===== src/rtl/comm_master_n.sv =====
// comm_master_n: UART command master that sends CMD_BYTES 8N1 frames (MSB byte first),
// then optionally collects RESP_BYTES response bytes; `define CMD_CHKSUM_EN appends ~sum byte.
module comm_master_n #(
  parameter int unsigned CMD_BYTES   = 2,
  parameter int unsigned RESP_BYTES  = 1,
  parameter int unsigned BAUD_DIV    = 2604,
  parameter int unsigned TIMEOUT_CYC = 1000000
) (
  input  logic                                             clk,
  input  logic                                             rst_n,
  input  logic                                             snd_cmd,
  input  logic [8*CMD_BYTES-1:0]                           cmd,
  input  logic                                             RX,
  output logic                                             TX,
  output logic                                             busy,
  output logic                                             cmd_cmplt,
  output logic [((RESP_BYTES == 0) ? 1 : 8*RESP_BYTES)-1:0] resp,
  output logic                                             resp_vld,
  output logic                                             timeout,
  output logic                                             frm_err
);

`ifdef CMD_CHKSUM_EN
  localparam int unsigned NB = CMD_BYTES + 1;
`else
  localparam int unsigned NB = CMD_BYTES;
`endif
  localparam int unsigned RPW = (RESP_BYTES == 0) ? 1 : 8*RESP_BYTES;
  localparam int unsigned RSW = (RESP_BYTES == 0) ? 8 : 8*RESP_BYTES;
  localparam int unsigned BDW = $clog2(BAUD_DIV);
  localparam int unsigned BCW = (NB > 1) ? $clog2(NB) : 1;
  localparam int unsigned RCW = (RESP_BYTES > 1) ? $clog2(RESP_BYTES) : 1;
  localparam int unsigned TCW = (TIMEOUT_CYC > 1) ? $clog2(TIMEOUT_CYC) : 1;

  typedef enum logic [1:0] {IDLE, SEND, WAIT_RESP} state_t;

  state_t           state_q, state_d;
  logic             busy_q, busy_d;
  logic             tx_q, tx_d;
  logic             cmd_cmplt_q, cmd_cmplt_d;
  logic [RPW-1:0]   resp_q, resp_d;
  logic             resp_vld_q, resp_vld_d;
  logic             timeout_q, timeout_d;
  logic             frm_err_q, frm_err_d;

  logic [8*NB-1:0]  tx_sr_q, tx_sr_d;
  logic [BDW-1:0]   tx_baud_q, tx_baud_d;
  logic [3:0]       tx_bit_q, tx_bit_d;
  logic [BCW-1:0]   tx_byte_q, tx_byte_d;
  logic             tx_done_q, tx_done_d;

  logic             rx_s1_q, rx_s1_d, rx_s2_q, rx_s2_d, rx_s3_q, rx_s3_d;
  logic             rx_act_q, rx_act_d;
  logic [BDW-1:0]   rx_baud_q, rx_baud_d;
  logic [3:0]       rx_bit_q, rx_bit_d;
  logic [7:0]       rx_byte_q, rx_byte_d;
  logic [RCW-1:0]   rx_cnt_q, rx_cnt_d;
  logic [RSW-1:0]   resp_sr_q, resp_sr_d;
  logic [TCW-1:0]   tmo_q, tmo_d;

  logic [8*NB-1:0]  tx_load;
  logic [7:0]       cur_byte;
  logic [RSW-1:0]   resp_sr_nxt;
  logic             rx_done, rx_bad;

`ifdef CMD_CHKSUM_EN
  logic [7:0] chk_sum;
  always_comb begin
    chk_sum = '0;
    for (int unsigned i = 0; i < CMD_BYTES; i++) chk_sum = chk_sum + cmd[8*i +: 8];
    tx_load = {cmd, ~chk_sum};
  end
`else
  assign tx_load = cmd;
`endif

  assign cur_byte    = tx_sr_q[8*NB-1 -: 8];
  assign resp_sr_nxt = (resp_sr_q << 8) | RSW'(rx_byte_q);

  always_comb begin
    state_d     = state_q;
    busy_d      = (state_q != IDLE);
    tx_d        = tx_q;
    cmd_cmplt_d = 1'b0;
    resp_d      = resp_q;
    resp_vld_d  = 1'b0;
    timeout_d   = 1'b0;
    frm_err_d   = 1'b0;
    tx_sr_d     = tx_sr_q;
    tx_baud_d   = tx_baud_q;
    tx_bit_d    = tx_bit_q;
    tx_byte_d   = tx_byte_q;
    tx_done_d   = tx_done_q;
    rx_s1_d     = RX;
    rx_s2_d     = rx_s1_q;
    rx_s3_d     = rx_s2_q;
    rx_act_d    = rx_act_q;
    rx_baud_d   = rx_baud_q;
    rx_bit_d    = rx_bit_q;
    rx_byte_d   = rx_byte_q;
    rx_cnt_d    = rx_cnt_q;
    resp_sr_d   = resp_sr_q;
    tmo_d       = tmo_q;
    rx_done     = 1'b0;
    rx_bad      = 1'b0;

    case (state_q)
      IDLE: begin
        if (snd_cmd && !busy_q) begin
          state_d   = SEND;
          tx_sr_d   = tx_load;
          tx_baud_d = '0;
          tx_bit_d  = '0;
          tx_byte_d = '0;
          tx_done_d = 1'b0;
          tx_d      = 1'b0;
        end
      end

      SEND: begin
        // tx_done_q spaces cmd_cmplt one cycle past the end of the last stop bit
        if (tx_done_q) begin
          cmd_cmplt_d = 1'b1;
          tmo_d       = '0;
          rx_act_d    = 1'b0;
          rx_cnt_d    = '0;
          resp_sr_d   = '0;
          state_d     = (RESP_BYTES == 0) ? IDLE : WAIT_RESP;
        end else if (tx_baud_q == BDW'(BAUD_DIV - 1)) begin
          tx_baud_d = '0;
          if (tx_bit_q == 4'd9) begin
            if (tx_byte_q == BCW'(NB - 1)) begin
              tx_done_d = 1'b1;
            end else begin
              tx_byte_d = tx_byte_q + 1'b1;
              tx_sr_d   = tx_sr_q << 8;
              tx_bit_d  = '0;
              tx_d      = 1'b0;
            end
          end else begin
            tx_bit_d = tx_bit_q + 1'b1;
            tx_d     = (tx_bit_q == 4'd8) ? 1'b1 : cur_byte[tx_bit_q[2:0]];
          end
        end else begin
          tx_baud_d = tx_baud_q + 1'b1;
        end
      end

      WAIT_RESP: begin
        if (!rx_act_q) begin
          if (rx_s3_q && !rx_s2_q) begin
            rx_act_d  = 1'b1;
            rx_baud_d = '0;
            rx_bit_d  = '0;
          end
        end else if (rx_bit_q == 4'd0) begin
          if (rx_baud_q == BDW'(BAUD_DIV/2 - 1)) begin
            rx_baud_d = '0;
            if (rx_s2_q) rx_act_d = 1'b0;
            else         rx_bit_d = 4'd1;
          end else begin
            rx_baud_d = rx_baud_q + 1'b1;
          end
        end else if (rx_baud_q == BDW'(BAUD_DIV - 1)) begin
          rx_baud_d = '0;
          if (rx_bit_q != 4'd9) begin
            rx_byte_d = {rx_s2_q, rx_byte_q[7:1]};
            rx_bit_d  = rx_bit_q + 1'b1;
          end else begin
            rx_act_d = 1'b0;
            if (!rx_s2_q) begin
              rx_bad = 1'b1;
            end else if (rx_cnt_q == RCW'(RESP_BYTES - 1)) begin
              rx_done = 1'b1;
            end else begin
              rx_cnt_d  = rx_cnt_q + 1'b1;
              resp_sr_d = resp_sr_nxt;
            end
          end
        end else begin
          rx_baud_d = rx_baud_q + 1'b1;
        end

        // completion outranks an expiring window in the same cycle
        if (rx_done) begin
          resp_d     = resp_sr_nxt[RPW-1:0];
          resp_vld_d = 1'b1;
          state_d    = IDLE;
        end else if (rx_bad) begin
          frm_err_d = 1'b1;
          state_d   = IDLE;
        end else if (tmo_q == TCW'(TIMEOUT_CYC - 1)) begin
          timeout_d = 1'b1;
          state_d   = IDLE;
        end else begin
          tmo_d = tmo_q + 1'b1;
        end
      end

      default: state_d = IDLE;
    endcase
  end

  always_ff @(posedge clk or negedge rst_n) begin
    if (!rst_n) begin
      state_q     <= IDLE;
      busy_q      <= 1'b0;
      tx_q        <= 1'b1;
      cmd_cmplt_q <= 1'b0;
      resp_q      <= '0;
      resp_vld_q  <= 1'b0;
      timeout_q   <= 1'b0;
      frm_err_q   <= 1'b0;
      tx_sr_q     <= '0;
      tx_baud_q   <= '0;
      tx_bit_q    <= '0;
      tx_byte_q   <= '0;
      tx_done_q   <= 1'b0;
      rx_s1_q     <= 1'b1;
      rx_s2_q     <= 1'b1;
      rx_s3_q     <= 1'b1;
      rx_act_q    <= 1'b0;
      rx_baud_q   <= '0;
      rx_bit_q    <= '0;
      rx_byte_q   <= '0;
      rx_cnt_q    <= '0;
      resp_sr_q   <= '0;
      tmo_q       <= '0;
    end else begin
      state_q     <= state_d;
      busy_q      <= busy_d;
      tx_q        <= tx_d;
      cmd_cmplt_q <= cmd_cmplt_d;
      resp_q      <= resp_d;
      resp_vld_q  <= resp_vld_d;
      timeout_q   <= timeout_d;
      frm_err_q   <= frm_err_d;
      tx_sr_q     <= tx_sr_d;
      tx_baud_q   <= tx_baud_d;
      tx_bit_q    <= tx_bit_d;
      tx_byte_q   <= tx_byte_d;
      tx_done_q   <= tx_done_d;
      rx_s1_q     <= rx_s1_d;
      rx_s2_q     <= rx_s2_d;
      rx_s3_q     <= rx_s3_d;
      rx_act_q    <= rx_act_d;
      rx_baud_q   <= rx_baud_d;
      rx_bit_q    <= rx_bit_d;
      rx_byte_q   <= rx_byte_d;
      rx_cnt_q    <= rx_cnt_d;
      resp_sr_q   <= resp_sr_d;
      tmo_q       <= tmo_d;
    end
  end

  assign TX        = tx_q;
  assign busy      = busy_q;
  assign cmd_cmplt = cmd_cmplt_q;
  assign resp      = resp_q;
  assign resp_vld  = resp_vld_q;
  assign timeout   = timeout_q;
  assign frm_err   = frm_err_q;

endmodule

===== config.mk =====
export PLATFORM = sky130hd
export DESIGN_NAME = comm_master_n
export DESIGN_NICKNAME = d
export VERILOG_FILES = /design/src/rtl/comm_master_n.sv
export SDC_FILE = /design/constraint.sdc
export NUM_CORES = 1
export LEC_CHECK = 0
export CAP_MARGIN = 20
export CORE_UTILIZATION = 47
export DETAILED_ROUTE_END_ITERATION = 12
export GPL_TIMING_DRIVEN = 0
export MAX_ROUTING_LAYER = met4
export PLACE_DENSITY = 0.78
export SETUP_SLACK_MARGIN = 0.15
export SLEW_MARGIN = 5
export SYNTH_ARGS = -nofsm -noshare
export SYNTH_HDL_FRONTEND = slang
export SYNTH_SLANG_ARGS = --single-unit

===== constraint.sdc =====
create_clock -name clk -period 2.5 [get_ports clk]
set_clock_uncertainty 0.2 [all_clocks]
set_input_delay 0.25 -clock clk [delete_from_list [all_inputs] [get_ports clk]]
set_output_delay 0.25 -clock clk [all_outputs]
set_load 0.01 [all_outputs]

==> results.sh <==
export IMPL_status="finished with violations"
export IMPL_violations="negative setup slack"
export IMPL_grt_max_degree=59
export IMPL_netlist_area_sq_um=4930
export IMPL_core_sq_um=10200
export IMPL_drt_iter0_drc=258
export IMPL_die_x_um=104
export IMPL_cts_sinks=98
export IMPL_n_fill_cell=805
export IMPL_numPortBuffers=33
export IMPL_tightest_slew_ps=592
export IMPL_reg2reg_depth=8
export IMPL_dp_cells=654
export IMPL_syn_inst=483
export IMPL_syn_nets=513
export IMPL_clk_path_buf_depth=2
export IMPL_hold_depth=1
export IMPL_grt_pass1_vias=3828
export IMPL_maxSlewViolCount=0
export IMPL_peakVddDrop_mv=0.413
export IMPL_num_rows=37
export IMPL_overflow=0
export IMPL_cp_startpoint="rx_bit_q[1]$_DFFE_PN0P_"
export IMPL_path_max_fanout=9
export IMPL_ys_ff_latch=98
export IMPL_cts_root_buf="clkbuf_8"
export IMPL_path_class="register to register"
export IMPL_setup_viol_count_final=12
export IMPL_antennaDiodeCount=0
export IMPL_post_route_period_util_pct=101
export IMPL_hold_path_class="primary input to register"
export IMPL_initial_core_util_pct=48.2
export IMPL_cts_buffers=9
export IMPL_gp_congestion=0.904
export IMPL_hold_viol_final=0
export IMPL_setup_slack_ps=-12.7
export IMPL_ys_dominant_reg_cell="dfrtp_1"
export IMPL_fp_dieArea_sq_um=10900
export IMPL_slew_headroom_pct=60.5
export IMPL_vias=4083
export IMPL_htree_levels=3
export IMPL_fmax_mhz=398
export IMPL_rsz0062_at_grt="true"
export IMPL_drive_gt1_share_pct=20.4
export IMPL_remaining_drc_errors=0
export IMPL_synth_edff_count=0
export IMPL_path_clk_slew_ps=120
export IMPL_ys_types=56
export IMPL_finalNetCount=578
export IMPL_arrival_ps=2600
export IMPL_via_per_inst=5.93
export IMPL_worst_r2r_startpoint="rx_bit_q[1]$_DFFE_PN0P_"
export IMPL_ant_nets=0
export IMPL_start_kind="register"
export IMPL_worstPathRequired_ps=2590
export IMPL_die_height_um=104
export IMPL_regToRegSetupSlack_ps=-10
export IMPL_seq_area_sq_um=2460
export IMPL_antenna_found_initial=0
export IMPL_final_cells=689
export IMPL_hp_start="RX"
export IMPL_cts_tree="done"
export IMPL_p_per_area_nw_per_um2=682
export IMPL_wl_per_cell_um=17.2
export IMPL_dr_pass1_iters=5
export IMPL_r2r_end="resp[4]$_DFFE_PN0P_"
export IMPL_p_leak_nw=2.66
export IMPL_area_growth_pct=23.6
export IMPL_end_kind="register"
export IMPL_post_route_min_period_ps=2510
export IMPL_pin_count=34
export IMPL_grt_total_usage_pct=22.0
export IMPL_min_to="rx_s1_q$_DFF_PN1_"
export IMPL_routed_wl_um=11800
export IMPL_fin_setup_tns_ps=-73.1
export IMPL_synth_warnings=0
export IMPL_seq_area_frac_synth_pct=49.9
export IMPL_avgSynthCellArea_sq_um=10.2
export IMPL_grt_pass1_wl_um=18800
export IMPL_clk_latency_ps=390
export IMPL_async_reset_ff_share_pct=100
export IMPL_dpl_hpwl_um=7410
export IMPL_cap_violations=0
export IMPL_multi_input_area_sq_um=2550
[per-layer routing]
| metal | up-vias | track usage [%] | routed length [um] |
|---|---|---|---|
| met2 | 132 | 34.5 | 5900 |
| li1 | 1896 | - | - |
| met1 | 2030 | 28.0 | 5160 |
| met4 | 0 | 8.57 | 246 |
| met3 | 25 | 4.57 | 539 |
| met5 | - | - | 0 |
[layout make-up]
cell class	instances	area share, %
multi-input combinational	350	41.9
sequential	98	40.4
timing repair buffer	55	8.84
tap	136	2.79
clock buffer	9	2.03
buffer	13	1.44
inverter	21	1.34
clock inverter	7	1.23
[how the worst max path moves through the flow]
stage	end	slack [ps]	depth (start not counted)
floorplan	resp[0]$_DFFE_PN0P_	-50	6
global placement	rx_baud_q[0]$_DFFE_PN0P_	-2940	1
detailed placement	tx_sr_q[13]$_DFFE_PN0P_	-410	7
CTS	tmo_q[2]$_DFFE_PN0P_	50	8
global route	tmo_q[4]$_DFFE_PN0P_	-50	9
finish	resp[4]$_DFFE_PN0P_	-10	8
[per-stage QoR]
stage / power (mW) / hold slack [ps] / util, % / cell area, sq um / worst slack (ps)
2_1_floorplan: 2.63 / -246 / - / 4950 / -46.5
3_3_place_gp: 2.89 / 147 / 53.2 / 5450 / -2940
3_5_place_dp: 2.95 / 67.7 / 53.5 / 5480 / -411
4_1_cts: 4.05 / 58.1 / 57.4 / 5870 / 52.7
5_1_grt: 4.34 / 68.9 / 59.5 / 6090 / -54.8
6_report: 4.15 / 78.0 / 59.5 / 6090 / -12.7
[repair_timing]
action                                 CTS  global route
setup buffers                           10             8
pin swaps                                6             7
endpoints found under the hold margin   37             0
hold buffers                             1             0
resized for setup                       26            36
setup endpoints to repair               69            73
cloned                                   1             0
[synthesized netlist by cell type (5+ instances only)]
cell type / number / share of area (%)
a211o_1: 6 / 1.1
nand3_1: 26 / 2.6
a22o_1: 13 / 2.3
ha_1: 10 / 2.5
xnor2_1: 7 / 1.2
nor3b_1: 5 / 0.76
clkbuf_1: 9 / 0.69
a21oi_1: 16 / 1.6
o211ai_1: 5 / 0.76
or4_1: 5 / 0.76
xor2_1: 9 / 1.6
inv_1: 21 / 1.6
nand2_1: 55 / 4.2
and3_1: 10 / 1.3
nor2_1: 26 / 2.0
nor4_1: 9 / 1.1
or3_1: 6 / 0.76
nor3_1: 17 / 1.7
nand4_1: 17 / 2.2
nor2b_1: 6 / 0.76
dfrtp_1: 94 / 48
mux2_2: 25 / 5.7
o21ai_0: 24 / 2.4
[sequential cells by signal, summed over array words and instances (netlist names), 2 cells and up]
register,flops
rx_bit_q,4
tmo_q,20
tx_baud_q,12
tx_sr_q,16
state_q,2
resp_sr_nxt,8
tx_bit_q,4
rx_baud_q,12
resp,8
[logic make-up after synthesis]
| kind of cell | synth area share, % |
|---|---|
| mux | 7.03 |
| buf+inv | 2.89 |
| compound gates | 12.4 |
| flops | 49.9 |
| xor+xnor | 2.84 |
| simple gates | 22.4 |
| fa+ha+maj | 2.54 |
[placed cells by master (no fill, tap or decap), drive strengths merged, types with 5 or more instances in the layout]
cell / instances
or3: 6
nor2b: 6
clkbuf: 16
o211ai: 5
nor4: 9
buf: 28
a22o: 13
mux2: 25
nand4: 17
inv: 26
clkdlybuf4s50: 32
dfrtp: 94
or4: 5
nand2: 55
nor2: 27
nand3: 26
a211o: 6
xnor2: 7
ha: 10
a21oi: 16
o21ai: 26
and3: 10
nor3b: 5
xor2: 9
nor3: 18
[where the power goes]
part,internal [mW],total [mW],leakage [nW],switching [mW]
clock,0.399,1.05,0.0990,0.652
combinational,0.493,1.12,1.24,0.624
sequential,1.80,1.98,1.32,0.187
total,2.69,4.15,2.66,1.46
[worst max-delay path: stages, from the launching register on]
cell	delay (ps)
dfrtp_1	420
inv_2	80
ha_1	150
nand3b_1	180
or4_4	580
buf_6	160
nor3_4	150
buf_12	170
mux2_4	300
Note: power is estimated with default switching activity, not from simulation.
